===== src/rtl/compare_pkg.sv =====
// Shared compare types, one-hot result encodings and the reference compare function.
// Optional per-frame gt counter in compare_stream: COMPARE_STREAM_CNT_EN.
package compare_pkg;

   typedef struct packed {
      logic lt;
      logic eq;
      logic gt;
   } cmp_res_t;

   localparam int CMP_MAXW = 64;

   localparam cmp_res_t CMP_LT = 3'b100;
   localparam cmp_res_t CMP_EQ = 3'b010;
   localparam cmp_res_t CMP_GT = 3'b001;

   // Operands arrive already extended to CMP_MAXW bits.
   function automatic cmp_res_t cmp_fn(
      input logic [CMP_MAXW-1:0] a,
      input logic [CMP_MAXW-1:0] b,
      input logic                signed_mode
   );
      logic lt;
      if (a == b) return CMP_EQ;
      if (signed_mode) lt = $signed(a) < $signed(b);
      else             lt = a < b;
      return lt ? CMP_LT : CMP_GT;
   endfunction

endpackage


===== src/rtl/compare_core.sv =====
// Combinational W-bit magnitude compare, unsigned or two's complement.
// Widths above CMP_MAXW are not supported.
module compare_core
   import compare_pkg::*;
#(
   parameter int W      = 8,
   parameter int SIGNED = 0
) (
   input  logic [W-1:0] a,
   input  logic [W-1:0] b,
   output cmp_res_t     res
);

   localparam int PAD = CMP_MAXW - W;

   logic                ext_a;
   logic                ext_b;
   logic [CMP_MAXW-1:0] ax;
   logic [CMP_MAXW-1:0] bx;

   assign ext_a = (SIGNED != 0) && a[W-1];
   assign ext_b = (SIGNED != 0) && b[W-1];

   if (PAD > 0) begin : g_pad
      assign ax = {{PAD{ext_a}}, a};
      assign bx = {{PAD{ext_b}}, b};
   end else begin : g_nopad
      assign ax = a;
      assign bx = b;
   end

   assign res = cmp_fn(ax, bx, SIGNED != 0);

endmodule


===== src/rtl/compare_stream.sv =====
// Registered valid/ready compare stream with per-frame summary.
// Define COMPARE_STREAM_CNT_EN to add the frm_gt_cnt output.
module compare_stream
   import compare_pkg::*;
#(
   parameter  int W       = 8,
   parameter  int SIGNED  = 0,
   parameter  int MAX_LEN = 16,
   localparam int IDXW    = $clog2(MAX_LEN)
) (
   input  logic            clock,
   input  logic            reset,
   input  logic            in_valid,
   output logic            in_ready,
   input  logic [W-1:0]    in_a,
   input  logic [W-1:0]    in_b,
   input  logic            in_last,
   output logic            out_valid,
   input  logic            out_ready,
   output logic            out_lt,
   output logic            out_eq,
   output logic            out_gt,
   output logic [IDXW-1:0] out_idx,
   output logic            out_last,
   output logic            frm_all_eq,
   output logic            frm_any_gt,
   output logic [IDXW-1:0] frm_first_gt
`ifdef COMPARE_STREAM_CNT_EN
   ,
   output logic [IDXW:0]   frm_gt_cnt
`endif
);

   cmp_res_t        res;
   logic            acc;
   logic            eff_last;
   logic [IDXW-1:0] idx;
   logic            all_eq;
   logic            any_gt;
   logic [IDXW-1:0] first_gt;
   logic            nxt_all_eq;
   logic            nxt_any_gt;
   logic [IDXW-1:0] nxt_first;

   compare_core #(
      .W      (W),
      .SIGNED (SIGNED)
   ) u_core (
      .a   (in_a),
      .b   (in_b),
      .res (res)
   );

   assign in_ready   = !out_valid || out_ready;
   assign acc        = in_valid && in_ready;
   assign eff_last   = in_last || (idx == IDXW'(MAX_LEN - 1));
   assign nxt_all_eq = all_eq & res.eq;
   assign nxt_any_gt = any_gt | res.gt;
   assign nxt_first  = (res.gt && !any_gt) ? idx : first_gt;

   always_ff @(posedge clock or posedge reset) begin
      if (reset) begin
         out_valid    <= 1'b0;
         out_lt       <= 1'b0;
         out_eq       <= 1'b0;
         out_gt       <= 1'b0;
         out_idx      <= '0;
         out_last     <= 1'b0;
         frm_all_eq   <= 1'b0;
         frm_any_gt   <= 1'b0;
         frm_first_gt <= '0;
         idx          <= '0;
         all_eq       <= 1'b1;
         any_gt       <= 1'b0;
         first_gt     <= '0;
      end else if (acc) begin
         out_valid <= 1'b1;
         out_lt    <= res.lt;
         out_eq    <= res.eq;
         out_gt    <= res.gt;
         out_idx   <= idx;
         out_last  <= eff_last;
         // Closing beat publishes the summary and rearms the accumulators.
         if (eff_last) begin
            frm_all_eq   <= nxt_all_eq;
            frm_any_gt   <= nxt_any_gt;
            frm_first_gt <= nxt_first;
            idx          <= '0;
            all_eq       <= 1'b1;
            any_gt       <= 1'b0;
            first_gt     <= '0;
         end else begin
            idx      <= idx + 1'b1;
            all_eq   <= nxt_all_eq;
            any_gt   <= nxt_any_gt;
            first_gt <= nxt_first;
         end
      end else if (out_ready) begin
         out_valid <= 1'b0;
      end
   end

`ifdef COMPARE_STREAM_CNT_EN
   logic [IDXW:0] gt_cnt;
   logic [IDXW:0] nxt_cnt;

   assign nxt_cnt = gt_cnt + (IDXW+1)'(res.gt);

   always_ff @(posedge clock or posedge reset) begin
      if (reset) begin
         gt_cnt     <= '0;
         frm_gt_cnt <= '0;
      end else if (acc) begin
         if (eff_last) begin
            frm_gt_cnt <= nxt_cnt;
            gt_cnt     <= '0;
         end else begin
            gt_cnt <= nxt_cnt;
         end
      end
   end
`endif

endmodule

===== config.mk =====
export PLATFORM = sky130hd
export DESIGN_NAME = compare_stream
export DESIGN_NICKNAME = d
export VERILOG_FILES = /design/src/rtl/compare_pkg.sv /design/src/rtl/compare_core.sv /design/src/rtl/compare_stream.sv
export SDC_FILE = /design/constraint.sdc
export NUM_CORES = 1
export LEC_CHECK = 0
export ABC_AREA = 1
export ABC_CLOCK_PERIOD_IN_PS = 3000
export BUFFER_PORTS_ARGS = -buffer_cell sky130_fd_sc_hd__buf_2
export CAP_MARGIN = 5
export CORE_MARGIN = 3
export CORE_UTILIZATION = 55
export DETAILED_ROUTE_END_ITERATION = 16
export GPL_TIMING_DRIVEN = 0
export PLACE_DENSITY = 0.83
export SYNTH_ARGS = -nofsm -noshare
export SYNTH_HDL_FRONTEND = slang
export SYNTH_SLANG_ARGS = --single-unit
export TNS_END_PERCENT = 50

===== constraint.sdc =====
create_clock -name clock -period 3 [get_ports clock]
set_clock_uncertainty 0.1 [all_clocks]
set_input_delay 0.6 -clock clock [delete_from_list [all_inputs] [get_ports clock]]
set_output_delay 0.6 -clock clock [all_outputs]
set_load 0.05 [all_outputs]

Word-level counts from Yosys, hierarchy flattened
Index checks and enable logic that the tools add are counted.
{"block": "classes", "n_addsub": 1, "n_mul": 0, "div_mod_pow": 0, "n_lt_le_gt_ge": 1, "eq_ne": 2, "shift": 0, "n_mux": 12, "n_bitwise": 2, "reduce_logical": 8}
{"cell": "$mux 4", "n": 3}
{"cell": "$mux 3", "n": 3}
{"cell": "$eq 8x8->1", "n": 1}
{"cell": "$lt 8x8->1", "n": 1}
{"cell": "$mux 1", "n": 6}
{"cell": "$add 4x1->4 const B", "n": 1}
{"cell": "$eq 4x4->1 const B", "n": 1}
{"cell": "$logic_and 1x1->1", "n": 2}
{"cell": "$logic_not 1->1", "n": 2}
{"cell": "$logic_or 1x1->1", "n": 2}
{"cell": "$reduce_and 2->1", "n": 1}
{"cell": "$reduce_bool 2->1", "n": 1}
{"cell": "$and 1x1->1", "n": 1}
{"cell": "$or 1x1->1", "n": 1}
{"block": "totals", "ff_bits": 25, "latchBits": 0, "mem_bits_rw": 0, "rom_bits": 0, "in_bits": 21, "output_inout_bits": 16, "elab_cells": 39, "memories": 0}

Longest topological paths before layout
Gate-level depths: netlist of run 1.
{"block": "logic_depth", "word_depth": 8, "depth_mapped": 13, "depth_no_buf": 13}

By module
A second synthesis of run 1 with hierarchy kept.
{"block": "unflattened", "hier_cells": 165, "area_unflattened_um2": 1367.6}
{"mod": "compare_stream", "n_inst": 1, "cells_each": 127, "area_each_um2": 1123.6}
{"mod": "compare_core", "n_inst": 1, "cells_each": 38, "area_each_um2": 244.0}

Least setup slack after synthesis of run 1
OpenSTA, ideal clock, no wires.
{"block": "synth_timing", "path_kind": "input-to-reg", "from": "input in_b[7]", "to": "register frm_first_gt[1]", "setup_time_ns": 0.118, "arrival_time_ns": 1.571, "setup_slack_ns": 1.211, "stages": 10, "path_cell_list": "inv_1 ha_1 nand2_1 nor2_1 nor2_1 nand2_4 nand3_4 nand2_2 nand3_1 nand2_1"}
{"block": "synth_between", "elab_chain_len": 6, "elab_cells_between_ends": 8, "classes_between": "order compare (1); eq/ne (1); mux (5); reduce/logical (1)"}
{"element": "start: declaration", "line_no": "compare_stream.sv:16", "source": "input logic [W-1:0] in_b,"}
{"element": "$lt 8x8->1", "line_no": "compare_pkg.sv:26", "source": "else lt = a < b;"}
{"element": "$mux 1", "line_no": "compare_pkg.sv:25", "source": "if (signed_mode) lt = $signed(a) < $signed(b);"}
{"element": "$mux 3", "line_no": "compare_pkg.sv:27", "source": "return lt ? CMP_LT : CMP_GT;"}
{"element": "$mux 3 (*)", "line_no": "compare_pkg.sv:25"}
{"element": "$logic_and 1x1->1 (*)", "line_no": "compare_stream.sv:59", "source": "assign nxt_first = (res.gt && !any_gt) ? idx : first_gt;"}
{"element": "$mux 4 (*)", "line_no": "compare_stream.sv:59"}
{"element": "end signal: assignment", "line_no": "compare_stream.sv:87", "source": "frm_first_gt <= nxt_first;"}
{"element": "end: declaration", "line_no": "compare_stream.sv:27", "source": "output logic [IDXW-1:0] frm_first_gt"}
Mark *: on every way between the ends. The rest lies on a longest branch, timed or not. The select of a mux whose other input is x is not followed.
A chain may end at the register's enable or synchronous reset.

Worst setup path after layout of run 1
{"block": "layout_timing", "from": "register out_valid", "to": "output in_ready"}
{"block": "layout_between", "elab_chain_len": 2}
{"element": "start: declaration", "line_no": "compare_stream.sv:18", "source": "output logic out_valid,"}
{"element": "start signal: assignment", "line_no": "compare_stream.sv:63", "source": "out_valid <= 1'b0;"}
{"element": "start signal: assignment", "line_no": "compare_stream.sv:77", "source": "out_valid <= 1'b1;"}
{"element": "start signal: assignment", "line_no": "compare_stream.sv:99", "source": "out_valid <= 1'b0;"}
{"element": "$logic_not 1->1", "line_no": "compare_stream.sv:54", "source": "assign in_ready = !out_valid || out_ready;"}
{"element": "$logic_or 1x1->1", "line_no": "compare_stream.sv:54"}
{"element": "end: declaration", "line_no": "compare_stream.sv:14", "source": "output logic in_ready,"}
Every way passes these cells.

==> reports/metrics.yaml, run 1 <==
synth.area.top_cells: "dfrtp_1 45%, nand2_1 11%, ha_1 8.4%, inv_1 7.3%, nand2_2 3.3%"
clkPwrFrac_pct: 14.3
layout_commonest_cell: "nand2_1"
layout_common_cells: "40 x nand2_1, 37 x buf_2, 26 x inv_1"
dieArea_um2: 3060
synth.distinct_cells: 27
wl_met3_um: 213
place_hpwl_mm: 2.31
grtUsageTotal_pct: 21.0
crit_slowest_cell: "dfrtp_1"
grt_max_degree: 26
vias: 1173
via_per_inst: 5.31
synth_warnings: 0
cts_tree: "yes"
grt_first_pass_wirelength_mm: 5.17
hold_class: "in -> async"
whs_ns: 0.374
synth_top_area_cell: "dfrtp_1"
clk_pin_slew_worst_paths_ns: 0.13
die_y_um: 55.4
wl_met2_mm: 1.58
cts.sinks: 25
nets: 224
required_ns: 2.30
peakVddDrop_v: 0.000529
synth_cells: 153
dpl-instance-area_um2: 1560
start_kind: "flip-flop"
fin_crit_sh_pct: 60.1
holdBufCountCts: 0
drive_gt1_share_pct: 30.6
slowest_delay_ns: 0.41
io_pins: 37
postRouteAntennaNets: 0
r2r_cells: 5
p_sw_share_pct: 44.0
period_minus_slack_ns: 1.80
r2r-start: "idx[0]$_DFFE_PP0P_"
rsz0062_at_grt: "false"
grt.overflow.total: 0
ys_seq_area_share_pct: 46.8
cts_buffers: 3
die_x_um: 55.4
antenna_found_initial: 0
portBuffers: 36
area_growth_pct: 18.0
wl_met1_mm: 1.09
diodes: 0
highest_layer: "met4"
critPathKind: "reg -> out"
finalWirelength_mm: 2.93
maxSlewHeadroom_pct: 38.2
p_per_area_nw_per_um2: 646
synth.avg_cell_area_um2: 8.76
crit_path_end_kind: "output pin"
gp_congestion: 0.828
finalHoldViolCount: 0
pwr-share-seq_pct: 44.1
synth.cell_area_um2: 1340
fin_setup_tns_ns: 0
ys_ff_latch: 25
crit_fanout: 3
share_comb_of_total_power_pct: 41.6
setup_violations: 0
wire_per_inst_um: 13.2
htreeDepth: 1
p_leak_nw: 0.915
clock_latency_ns: 0.31
coreArea_um2: 2250
final_area_um2: 1580
path_cells: "nand2_2 -> buf_2"
cts_buffer_depth: 2
rrSetupSlack_ns: 1.45
drc: 0
synthesis.nets: 183
yosysTopAreaCellShare_pct: 44.8
worstMarginPinSlew_ns: 0.926
max_freq_mhz: 555
post-route-util_pct: 70.1
core.rowCount: 17
arrival_ns: 1.10
drv_slew: 0
cts-root-buf: "clkbuf_4"
start_util_pct: 59.4
post-cts-setup-buffer-count: 0
power.switching_w: 0.000449
grt_pass1_vias: 1217
cts-resized-gates: 0
r2r_end: "idx[3]$_DFFE_PP0P_"
outcome: "finished, final reports clean"
p_int_w: 0.000572
drt_first_iter_violations: 28
max_cap_violations: 0
drt_pre_antenna_iters: 5
## cells in the mapped netlist
cell and instances:
nor4_1 1, nor2_4 2, nor2_1 4, nand2_4 2, inv_2 2, nor3_1 1, dfstp_2 1, nand2_2 7
o31ai_2 1, dfrtp_1 24, nand4_4 1, o21ai_0 5, nand4_1 4, a21o_1 1, a31o_2 1, o21ai_1 2
nand3_4 1, ha_1 9, nand3_1 8, inv_1 26, buf_2 1, xnor2_1 1, a31oi_1 1, a21oi_1 5
o22ai_1 1, buf_6 1, nand2_1 40
## power by group through the flow
stage / logic [W] / clock network [W] / registers, W
after floorplan: 0.000171 / 0 / 0.000602
after global placement: 0.000409 / 0 / 0.000451
after detailed placement: 0.000422 / 0 / 0.000457
after CTS: 0.000425 / 0.000149 / 0.000450
after global routing: 0.000460 / 0.000168 / 0.000461
final: 0.000425 / 0.000146 / 0.000450
## critical path, delay by kind of cell, from the launching register on
| family | cells | cell delay [ns] |
|---|---|---|
| buffers and inverters | 1 | 0.27 |
| flip-flops | 1 | 0.41 |
| AND/OR/NAND/NOR | 1 | 0.11 |
## state kept, by name, summed over array words and instances (netlist names)
signal	cells
out_idx	4
frm_any_gt	1
out_lt	1
all_eq	1
out_eq	1
idx	4
out_last	1
out_gt	1
any_gt	1
frm_all_eq	1
frm_first_gt	4
first_gt	4
out_valid	1
## routing by layer
layer | vias up | GRT usage, %
met3 | 6 | 6.07
met2 | 58 | 39.2
li1 | 563 | -
met5 | - | 0
met4 | 0 | 3.82
met1 | 546 | 23.5
## per-stage QoR
| stage | setup WS (ns) | cells | total power (W) |
|---|---|---|---|
| finish | 1.20 | 221 | 0.00102 |
| detailed placement | 0.993 | 217 | 0.000879 |
| CTS | 1.19 | 221 | 0.00102 |
| global placement | 1.03 | 217 | 0.000859 |
| floorplan | 1.21 | 153 | 0.000773 |
| global route | 1.14 | 221 | 0.00109 |
## how the worst max path moves through the flow
stage	startpoint	to	slack (ns)
after floorplan	in_b[7]	frm_first_gt[1]$_DFFE_PP0P_	1.21
after global placement	in_a[7]	first_gt[2]$_DFFE_PP0P_	1.03
after detailed placement	in_a[7]	first_gt[1]$_DFFE_PP0P_	0.99
after CTS	out_valid$_DFFE_PP0P_	in_ready	1.19
after global routing	out_valid$_DFFE_PP0P_	in_ready	1.14
final	out_valid$_DFFE_PP0P_	in_ready	1.20
## logic make-up after synthesis
logic type | share of synthesized area [%]
DFF | 46.8
adders and majority gates | 8.40
and+or+nand+nor | 27.5
buffers and inverters | 9.06
AOI/OAI and AO/OA | 7.56
xor gates and xnor gates | 0.654
## cell type report
| class | count | area [µm²] |
|---|---|---|
| Inverter | 28 | 105 |
| Buffer | 2 | 16.3 |
| Fill cell | 178 | 673 |
| Multi-Input combinational cell | 98 | 592 |
| Clock buffer | 4 | 26.3 |
| Tap cell | 28 | 35.0 |
| Timing Repair Buffer | 36 | 180 |
| Sequential cell | 25 | 627 |
(Power assumes the default switching activity.)
==> run 2, diff against run 1 <==
--- a/config.mk
+++ b/config.mk
@@ -6,14 +6,14 @@
 export NUM_CORES = 1
 export LEC_CHECK = 0
 export ABC_AREA = 1
-export ABC_CLOCK_PERIOD_IN_PS = 3000
+export ABC_CLOCK_PERIOD_IN_PS = 1750
 export BUFFER_PORTS_ARGS = -buffer_cell sky130_fd_sc_hd__buf_2
 export CAP_MARGIN = 5
 export CORE_MARGIN = 3
-export CORE_UTILIZATION = 55
+export CORE_UTILIZATION = 51
 export DETAILED_ROUTE_END_ITERATION = 16
 export GPL_TIMING_DRIVEN = 0
-export PLACE_DENSITY = 0.83
+export PLACE_DENSITY = 0.78
 export SYNTH_ARGS = -nofsm -noshare
 export SYNTH_HDL_FRONTEND = slang
 export SYNTH_SLANG_ARGS = --single-unit
==> constraint.sdc (replaced) <==
create_clock -name clock -period 1.75 [get_ports clock]
set_clock_uncertainty 0.1 [all_clocks]
set_input_delay 0.35 -clock clock [delete_from_list [all_inputs] [get_ports clock]]
set_output_delay 0.35 -clock clock [all_outputs]
set_load 0.05 [all_outputs]
==> run 2 against run 1 <==
Compared with the run above: utilization shrank 2.4 points; global-route usage shrank 3.7 points; register-to-register slack lost 1.2 ns; critical path depth is the same; highest routed layer unchanged; critical endpoint unchanged.
==> reports/metrics.yaml, run 2 (synthesis results as in run 1) <==
period_minus_slack_ns: 1.56
clkPwrFrac_pct: 15.0
grt_first_pass_wirelength_mm: 4.47
maxSlewHeadroom_pct: 39.5
cts-root-buf: "clkbuf_4"
antenna_found_initial: 0
die_y_um: 57.3
clock_latency_ns: 0.32
hold_class: "in -> async"
grt_max_degree: 26
place_hpwl_mm: 2.12
power.switching_w: 0.000764
setup_violations: 0
critPathKind: "reg -> out"
share_comb_of_total_power_pct: 41.0
vias: 1107
grt.overflow.total: 0
cts_tree: "yes"
drt_first_iter_violations: 19
crit_slowest_cell: "dfrtp_1"
cts-resized-gates: 0
via_per_inst: 5.01
max_cap_violations: 0
pwr-share-seq_pct: 44.0
wire_per_inst_um: 11.8
core.rowCount: 17
grt_pass1_vias: 1074
area_growth_pct: 18.3
slowest_delay_ns: 0.41
layout_commonest_cell: "nand2_1"
dp_slack_ns: -0.0169
post-cts-setup-buffer-count: 0
p_int_w: 0.000980
start_kind: "flip-flop"
drive_gt1_share_pct: 31.1
grtUsageTotal_pct: 17.3
gp_congestion: 0.814
drv_slew: 0
finalHoldViolCount: 0
drt_pre_antenna_iters: 4
start_util_pct: 57.3
layout_common_cells: "40 x nand2_1, 37 x buf_2, 26 x inv_1"
rsz0062_at_grt: "false"
p_sw_share_pct: 43.8
path_cells: "nand2_2 -> buf_2"
fin_setup_tns_ns: 0
cts_buffers: 3
worstMarginPinSlew_ns: 0.907
holdBufCountCts: 0
portBuffers: 36
max_freq_mhz: 640
finalWirelength_mm: 2.60
p_leak_nw: 0.914
clk_pin_slew_worst_paths_ns: 0.14
critical-path-top-delay-family: "flip-flops"
fin_crit_sh_pct: 89.3
io_pins: 37
worst-path-buf-inv: 1
arrival_ns: 1.11
post-route-util_pct: 67.8
crit_fanout: 3
diodes: 0
peakVddDrop_v: 0.000933
dieArea_um2: 3280
whs_ns: 0.0948
postRouteAntennaNets: 0
cts.sinks: 25
p_per_area_nw_per_um2: 1100
final.setup.worst_slack_ns: 0.188
required_ns: 1.30
cts_buffer_depth: 2
drc: 0
htreeDepth: 1
die_x_um: 57.3
coreArea_um2: 2340
outcome: "finished, final reports clean"
crit_path_end_kind: "output pin"
nets: 224
==> run 2: cell types whose count changed in the layout (fill, tap and decap cells not counted), sizes merged <==
cell,delta
clkinvlp,+1
clkbuf,-1
==> run 2: power by group through the flow <==
stage	Clock (W)	Combinational, W	Sequential, W
6_report	0.000261	0.000715	0.000767
5_1_grt	0.000287	0.000782	0.000786
4_1_cts	0.000267	0.000724	0.000768
3_5_place_dp	0	0.000722	0.000780
3_3_place_gp	0	0.000702	0.000773
2_1_floorplan	0	0.000294	0.00103
==> run 2: worst register-to-register path: stages (launching register included) <==
cell and delay [ns]:
dfrtp_1 0.42, ha_1 0.23, a31o_2 0.28, nand2_1 0.09
inv_1 0.11, nand3_1 0.13, nand2_1 0.05
==> run 2: per-layer routing <==
metal / global-route usage [%] / part of all wire (%) / vias up
met3: 4.30 / 4.9 / 2
met4: 2.65 / 0.58 / 0
li1: - / - / 566
met5: 0 / 0 / -
met2: 31.5 / 51 / 21
met1: 20.9 / 44 / 518
==> run 2: path summary, 6_finish.rpt <==
check	start	to	slack [ns]	cells past startpoint
min in group clock	out_ready	out_valid$_DFFE_PP0P_	0.19	4
hold / removal	reset	out_gt$_DFFE_PP0P_	0.09	2
setup / recovery	out_valid$_DFFE_PP0P_	in_ready	0.19	2
max in group asynchronous	reset	out_idx[0]$_DFFE_PP0P_	0.89	2
hold reg to reg	out_last$_DFFE_PP0P_	out_last$_DFFE_PP0P_	0.39	2
setup reg to reg	idx[0]$_DFFE_PP0P_	frm_first_gt[0]$_DFFE_PP0P_	0.25	6
==> run 2: stage by stage <==
step | power, W | instances | area (µm²)
2_1_floorplan | 0.00133 | 153 | 1340
3_3_place_gp | 0.00148 | 217 | 1560
3_5_place_dp | 0.00150 | 217 | 1560
4_1_cts | 0.00176 | 221 | 1590
5_1_grt | 0.00185 | 221 | 1590
6_report | 0.00174 | 221 | 1590
==> run 2: area by class of cell <==
| class | count | area, µm² |
|---|---|---|
| repair buffers | 36 | 180 |
| multi-input cells | 98 | 592 |
| fillers | 197 | 754 |
| flip-flops and latches | 25 | 627 |
| clock buffers | 3 | 22.5 |
| well taps | 28 | 35.0 |
| inverters | 28 | 105 |
| plain buffers | 2 | 16.3 |
| clock inverters | 1 | 7.51 |
